<file path="src/rtl/wb_pkg.sv">
// Shared Wishbone command-master constants: FSM encoding, default watchdog
// timeout and burst-length helper.
package wb_pkg;

    localparam int WB_TIMEOUT_DEFAULT = 255;

    localparam logic [1:0] ST_IDLE     = 2'd0;
    localparam logic [1:0] ST_ISSUE    = 2'd1;
    localparam logic [1:0] ST_WAIT_ACK = 2'd2;

    // len is encoded as words-1, so a 9-bit count keeps 256-word bursts exact
    function automatic logic [8:0] burst_words(input logic [7:0] len);
        return {1'b0, len} + 9'd1;
    endfunction

endpackage

</file>
<file path="src/rtl/wb_watchdog.sv">
// Bus-progress watchdog: down-counter reloaded on clear or while disabled,
// expires after TIMEOUT consecutive enabled cycles without a clear.
module wb_watchdog #(
    parameter int TIMEOUT = wb_pkg::WB_TIMEOUT_DEFAULT
) (
    input  logic i_clk,
    input  logic i_rst,
    input  logic i_clear,
    input  logic i_enable,
    output logic o_expire
);

    localparam int            CW   = (TIMEOUT > 1) ? $clog2(TIMEOUT) : 1;
    localparam logic [CW-1:0] LOAD = CW'(TIMEOUT - 1);

    logic [CW-1:0] cnt;

    always_ff @(posedge i_clk) begin
        if (i_rst) begin
            cnt <= '0;
        end else if (i_clear || !i_enable) begin
            cnt <= LOAD;
        end else if (cnt != '0) begin
            cnt <= cnt - CW'(1);
        end
    end

    // fires during the TIMEOUT-th idle cycle, so the abort lands on the next edge
    assign o_expire = i_enable & ~i_clear & (cnt == '0);

endmodule

</file>
<file path="src/rtl/wb_cmd_master.sv">
// Wishbone pipelined master: turns one command (read/write burst) into
// len+1 strobes, collects acks, and reports done or watchdog abort.
//
// state       | meaning
// ------------+--------------------------------------------------------
// ST_IDLE     | ready for a command, bus released
// ST_ISSUE    | cycle open, strobing words until len+1 issued
// ST_WAIT_ACK | all words issued, collecting remaining acks
module wb_cmd_master
    import wb_pkg::*;
#(
    parameter int ADDR_WIDTH = 8,
    parameter int TIMEOUT    = WB_TIMEOUT_DEFAULT
) (
    input  logic                  i_clk,
    input  logic                  i_rst,

    input  logic                  i_cmd_valid,
    output logic                  o_cmd_ready,
    input  logic                  i_cmd_we,
    input  logic [ADDR_WIDTH-1:0] i_cmd_addr,
    input  logic [7:0]            i_cmd_len,
    input  logic                  i_cmd_inc,

    input  logic                  i_wdata_valid,
    output logic                  o_wdata_ready,
    input  logic [31:0]           i_wdata,

    output logic                  o_rdata_valid,
    output logic [31:0]           o_rdata,

    output logic                  o_done,
    output logic                  o_err,

    output logic                  o_wb_cyc,
    output logic                  o_wb_stb,
    output logic                  o_wb_we,
    output logic [ADDR_WIDTH-1:0] o_wb_adr,
    output logic [31:0]           o_wb_data,
    input  logic                  i_wb_stall,
    input  logic                  i_wb_ack,
    input  logic [31:0]           i_wb_data
);

    logic [1:0] state;
    logic [7:0] lat_len;
    logic       lat_inc;
    logic [8:0] issued_cnt;
    logic [8:0] acked_cnt;
    logic [8:0] words;
    logic       issue;
    logic       ack_cnt;
    logic       wd_expire;

    assign words       = burst_words(lat_len);
    assign o_cmd_ready = (state == ST_IDLE);
    assign o_wb_stb    = (state == ST_ISSUE) & (o_wb_we ? i_wdata_valid : 1'b1);
    assign o_wb_data   = i_wdata;
    assign issue       = o_wb_stb & ~i_wb_stall;
    assign ack_cnt     = i_wb_ack & o_wb_cyc;
    // stb already implies ISSUE, and for writes it tracks wdata_valid
    assign o_wdata_ready = issue & o_wb_we;

    wb_watchdog #(
        .TIMEOUT (TIMEOUT)
    ) u_watchdog (
        .i_clk    (i_clk),
        .i_rst    (i_rst),
        .i_clear  (o_wb_cyc & (issue | ack_cnt)),
        .i_enable (o_wb_cyc),
        .o_expire (wd_expire)
    );

    always_ff @(posedge i_clk) begin
        if (i_rst) begin
            state         <= ST_IDLE;
            lat_len       <= '0;
            lat_inc       <= 1'b0;
            issued_cnt    <= '0;
            acked_cnt     <= '0;
            o_wb_cyc      <= 1'b0;
            o_wb_we       <= 1'b0;
            o_wb_adr      <= '0;
            o_rdata       <= '0;
            o_rdata_valid <= 1'b0;
            o_done        <= 1'b0;
            o_err         <= 1'b0;
        end else begin
            o_rdata_valid <= 1'b0;
            o_done        <= 1'b0;
            o_err         <= 1'b0;

            if (ack_cnt) begin
                acked_cnt <= acked_cnt + 9'd1;
                if (!o_wb_we) begin
                    o_rdata_valid <= 1'b1;
                    o_rdata       <= i_wb_data;
                end
            end

            case (state)
                ST_IDLE: begin
                    if (i_cmd_valid) begin
                        state      <= ST_ISSUE;
                        o_wb_cyc   <= 1'b1;
                        o_wb_we    <= i_cmd_we;
                        o_wb_adr   <= i_cmd_addr;
                        lat_len    <= i_cmd_len;
                        lat_inc    <= i_cmd_inc;
                        issued_cnt <= '0;
                        acked_cnt  <= '0;
                    end
                end
                ST_ISSUE: begin
                    if (issue) begin
                        issued_cnt <= issued_cnt + 9'd1;
                        if (lat_inc) begin
                            o_wb_adr <= o_wb_adr + ADDR_WIDTH'(1);
                        end
                        if (issued_cnt + 9'd1 == words) begin
                            state <= ST_WAIT_ACK;
                        end
                    end
                end
                ST_WAIT_ACK: ;
                default: state <= ST_IDLE;
            endcase

            // a counted ack clears the watchdog, so abort and completion never coincide
            if (o_wb_cyc) begin
                if (wd_expire) begin
                    state    <= ST_IDLE;
                    o_wb_cyc <= 1'b0;
                    o_wb_we  <= 1'b0;
                    o_err    <= 1'b1;
                end else if (ack_cnt && (acked_cnt + 9'd1 == words)) begin
                    state    <= ST_IDLE;
                    o_wb_cyc <= 1'b0;
                    o_wb_we  <= 1'b0;
                    o_done   <= 1'b1;
                end
            end
        end
    end

endmodule

</file>
<file path="config.mk">
export PLATFORM = sky130hd
export DESIGN_NAME = wb_cmd_master
export DESIGN_NICKNAME = d
export VERILOG_FILES = /design/src/rtl/wb_pkg.sv /design/src/rtl/wb_watchdog.sv /design/src/rtl/wb_cmd_master.sv
export SDC_FILE = /design/constraint.sdc
export NUM_CORES = 1
export LEC_CHECK = 0
export ABC_AREA = 1
export ABC_CLOCK_PERIOD_IN_PS = 3790
export BUFFER_PORTS_ARGS = -buffer_cell sky130_fd_sc_hd__buf_2
export CAP_MARGIN = 20
export CORE_ASPECT_RATIO = 0.7
export CORE_UTILIZATION = 50
export DETAILED_ROUTE_END_ITERATION = 10
export GPL_ROUTABILITY_DRIVEN = 0
export GPL_TIMING_DRIVEN = 0
export PLACE_DENSITY = 0.82
export SYNTH_ARGS = -nofsm -noshare
export SYNTH_HDL_FRONTEND = slang
export SYNTH_SLANG_ARGS = --single-unit
</file>
<file path="constraint.sdc">
create_clock -name i_clk -period 3.79 [get_ports i_clk]
set_clock_uncertainty 0.1 [all_clocks]
set_input_delay 0.379 -clock i_clk [delete_from_list [all_inputs] [get_ports i_clk]]
set_output_delay 0.379 -clock i_clk [all_outputs]
set_load 0.005 [all_outputs]
</file>
==> metrics.yaml <==
status: "completed"
cts_hold_buf: 0
hold_depth: 3
worst_pin_slew_ps: 593
io_pins: 168
hold_viol_final: 0
avgSynthCellArea_um2: 6.83
first_iter_violations: 263
ys_warn_count: 0
finalWirelength_mm: 11.8
port_buffers: 135
finalNetCount: 881
whs_ps: 156
vias: 4666
ys_seq_area_share_pct: 37.4
syn2layout_area_growth_pct: 25.8
cap_violations: 0
cts_max_path_buffers: 2
top_usage_layer: "met2"
grt_usage_pct: 26.5
cp.arrival_ps: 2200
met2_usage_pct: 45.0
grt_pass1_wl_mm: 19.1
cts-buffers-inserted: 9
grt_use_met3_pct: 6.64
p_leak_nw: 2.77
fmax_ghz: 0.485
peakVddDrop_mv: 0.293
grt_pass1_vias: 4260
hold_path.class: "input port to flip-flop"
crit_fanout: 5
die_h_um: 80.4
synth_flop_cell: "dfxtp_1"
synth-edff-count: 0
async_flop_share_pct: 0
required_ps: 3930
end_kind: "flip-flop"
fin_tns_setup_ps: 0
hpwl_mm: 9.05
vias_per_cell: 5.11
cp-start-kind: "flip-flop"
rsz0062_at_grt: "no"
gr-usage-met1_pct: 32.9
cts_tree: "built"
cts.sinks: 82
clkSlewWorstSetupHoldPaths_ps: 70
syn-num-nets: 735
htree_levels: 3
wl_per_cell_um: 12.9
setup_viol: 0
grt_overflow_total: 0
cts-resized-gates: 0
synth_cells: 642
core_area_mm2: 0.00848
dieArea_mm2: 0.00916
finalCritPeriodShare_pct: 54.4
relSlewSlack_pct: 60.4
final_cell_mix: "buf_2, nand2_1, nor2_1, dfxtp_1"
cts-root-buf: "clkbuf_16"
clock_latency_ps: 340
final_common_cell: "buf_2"
drive_above_1_share_pct: 29.5
die_x_um: 114
antenna_found_initial: 0
start_util_pct: 51.7
slew_viol_final: 0
power_density_mw_per_mm2: 427
reg2reg_depth: 10
row_count: 28
synth_area_mm2: 0.00439
period_minus_slack_ps: 2060
ys_ff_latch: 82
critPathKind: "flip-flop to flip-flop"
drc: 0
fillers: 751
yosysUniqueCellTypes: 40
diodes: 0
dr.pass1.iters: 5
grt_max_degree: 15
post_cts_buffers: 0
postRouteAntennaNets: 0
==> registers in the layout, indices dropped and copies added (netlist names) <==
| signal | flops |
|---|---|
| acked_cnt | 9 |
| issued_cnt | 9 |
| lat_inc | 1 |
| lat_len | 8 |
| o_done | 1 |
| o_err | 1 |
| o_rdata | 32 |
| o_rdata_valid | 1 |
| o_wb_adr | 8 |
| o_wb_cyc | 1 |
| o_wb_we | 1 |
| state | 2 |
| u_watchdog.cnt | 8 |
==> area by class of cell <==
class	count	area [um^2]	share of cell area [%]
clock buffers	11	243	4.40
plain buffers	52	335	6.08
multi-input cells	445	2170	39.4
repair buffers	135	676	12.3
well taps	120	150	2.72
flip-flops and latches	82	1640	29.8
clock inverters	5	61.3	1.11
inverters	63	236	4.29
==> critical path, cell delays in order, from the launching register on <==
cell     delay, ps
dfxtp_1        420
ha_1           280
nand3_2        150
xor2_1         250
nand2_1        100
nand2_1         70
nand4_1         70
nor2_1         130
nand4_2        160
nand2_2        150
nor2_1          60
==> where the power goes <==
group	total [mW]	leakage (nW)	switching, mW	internal [mW]
sequential	1.00	0.672	0.0643	0.936
clock	0.895	0.150	0.363	0.532
combinational	0.460	1.95	0.267	0.193
==> synthesized netlist by cell type (4+ instances only) <==
cell / number / share of area [%]
dfxtp_1: 82 / 37
ha_1: 5 / 1.4
inv_2: 10 / 0.86
nor2_4: 6 / 1.5
a31oi_1: 6 / 0.86
o21ai_1: 8 / 0.91
clkbuf_1: 13 / 1.1
nand3_1: 31 / 3.5
nor2_2: 5 / 0.71
nor2_1: 114 / 9.8
buf_4: 32 / 5.5
inv_1: 52 / 4.5
nand3_2: 5 / 1.1
nand2_1: 130 / 11
buf_2: 4 / 0.46
xor2_1: 8 / 1.6
a21oi_1: 30 / 3.4
nand2_2: 15 / 2.1
nand4_1: 5 / 0.71
o21ai_0: 52 / 5.9
==> layer usage <==
metal	share of wire [%]	wire, um	vias to the layer above
li1	-	-	2318
met1	44	5210	2151
met2	47	5520	183
met3	7.7	911	14
met4	1.3	157	0
met5	0	0	-
==> cells by family (layout without fill, tap and decap cells) <==
logic type	after synthesis	after routing	share of synthesized area [%]
buffers and inverters	115	266	13.0
AND/OR/NAND/NOR	322	322	32.6
AO/OA/AOI/OAI	107	107	13.1
XOR/XNOR	11	11	2.37
adder cells (fa/ha/maj)	5	5	1.43
flip-flops	82	82	37.4
==> through the flow <==
stage / instances / setup slack (ps) / area [um^2] / utilization (%) / power, mW
3_3_place_gp: 897 / 1860 / 5210 / 61.5 / 1.45
3_5_place_dp: 897 / 1790 / 5210 / 61.5 / 1.47
4_1_cts: 913 / 1760 / 5520 / 65.1 / 2.36
5_1_grt: 913 / 1590 / 5520 / 65.1 / 2.46
2_1_floorplan: 642 / 2110 / 4390 / - / 1.29
6_report: 913 / 1730 / 5520 / 65.1 / 2.35
==> worst paths after layout <==
path                                                     start                        endpoint  slack, ps
worst max-delay path                   lat_len[0]$_SDFFE_PP0P_             state[0]$_SDFF_PP0_       1730
worst min-delay path                             i_wb_data[20]        o_rdata[20]$_SDFFE_PP0P_        160
worst min register to register  u_watchdog.cnt[0]$_SDFFE_PP0P_  u_watchdog.cnt[0]$_SDFFE_PP0P_        370
worst max register to register         lat_len[0]$_SDFFE_PP0P_             state[0]$_SDFF_PP0_       1730
Power figures use the tool's default switching activity.
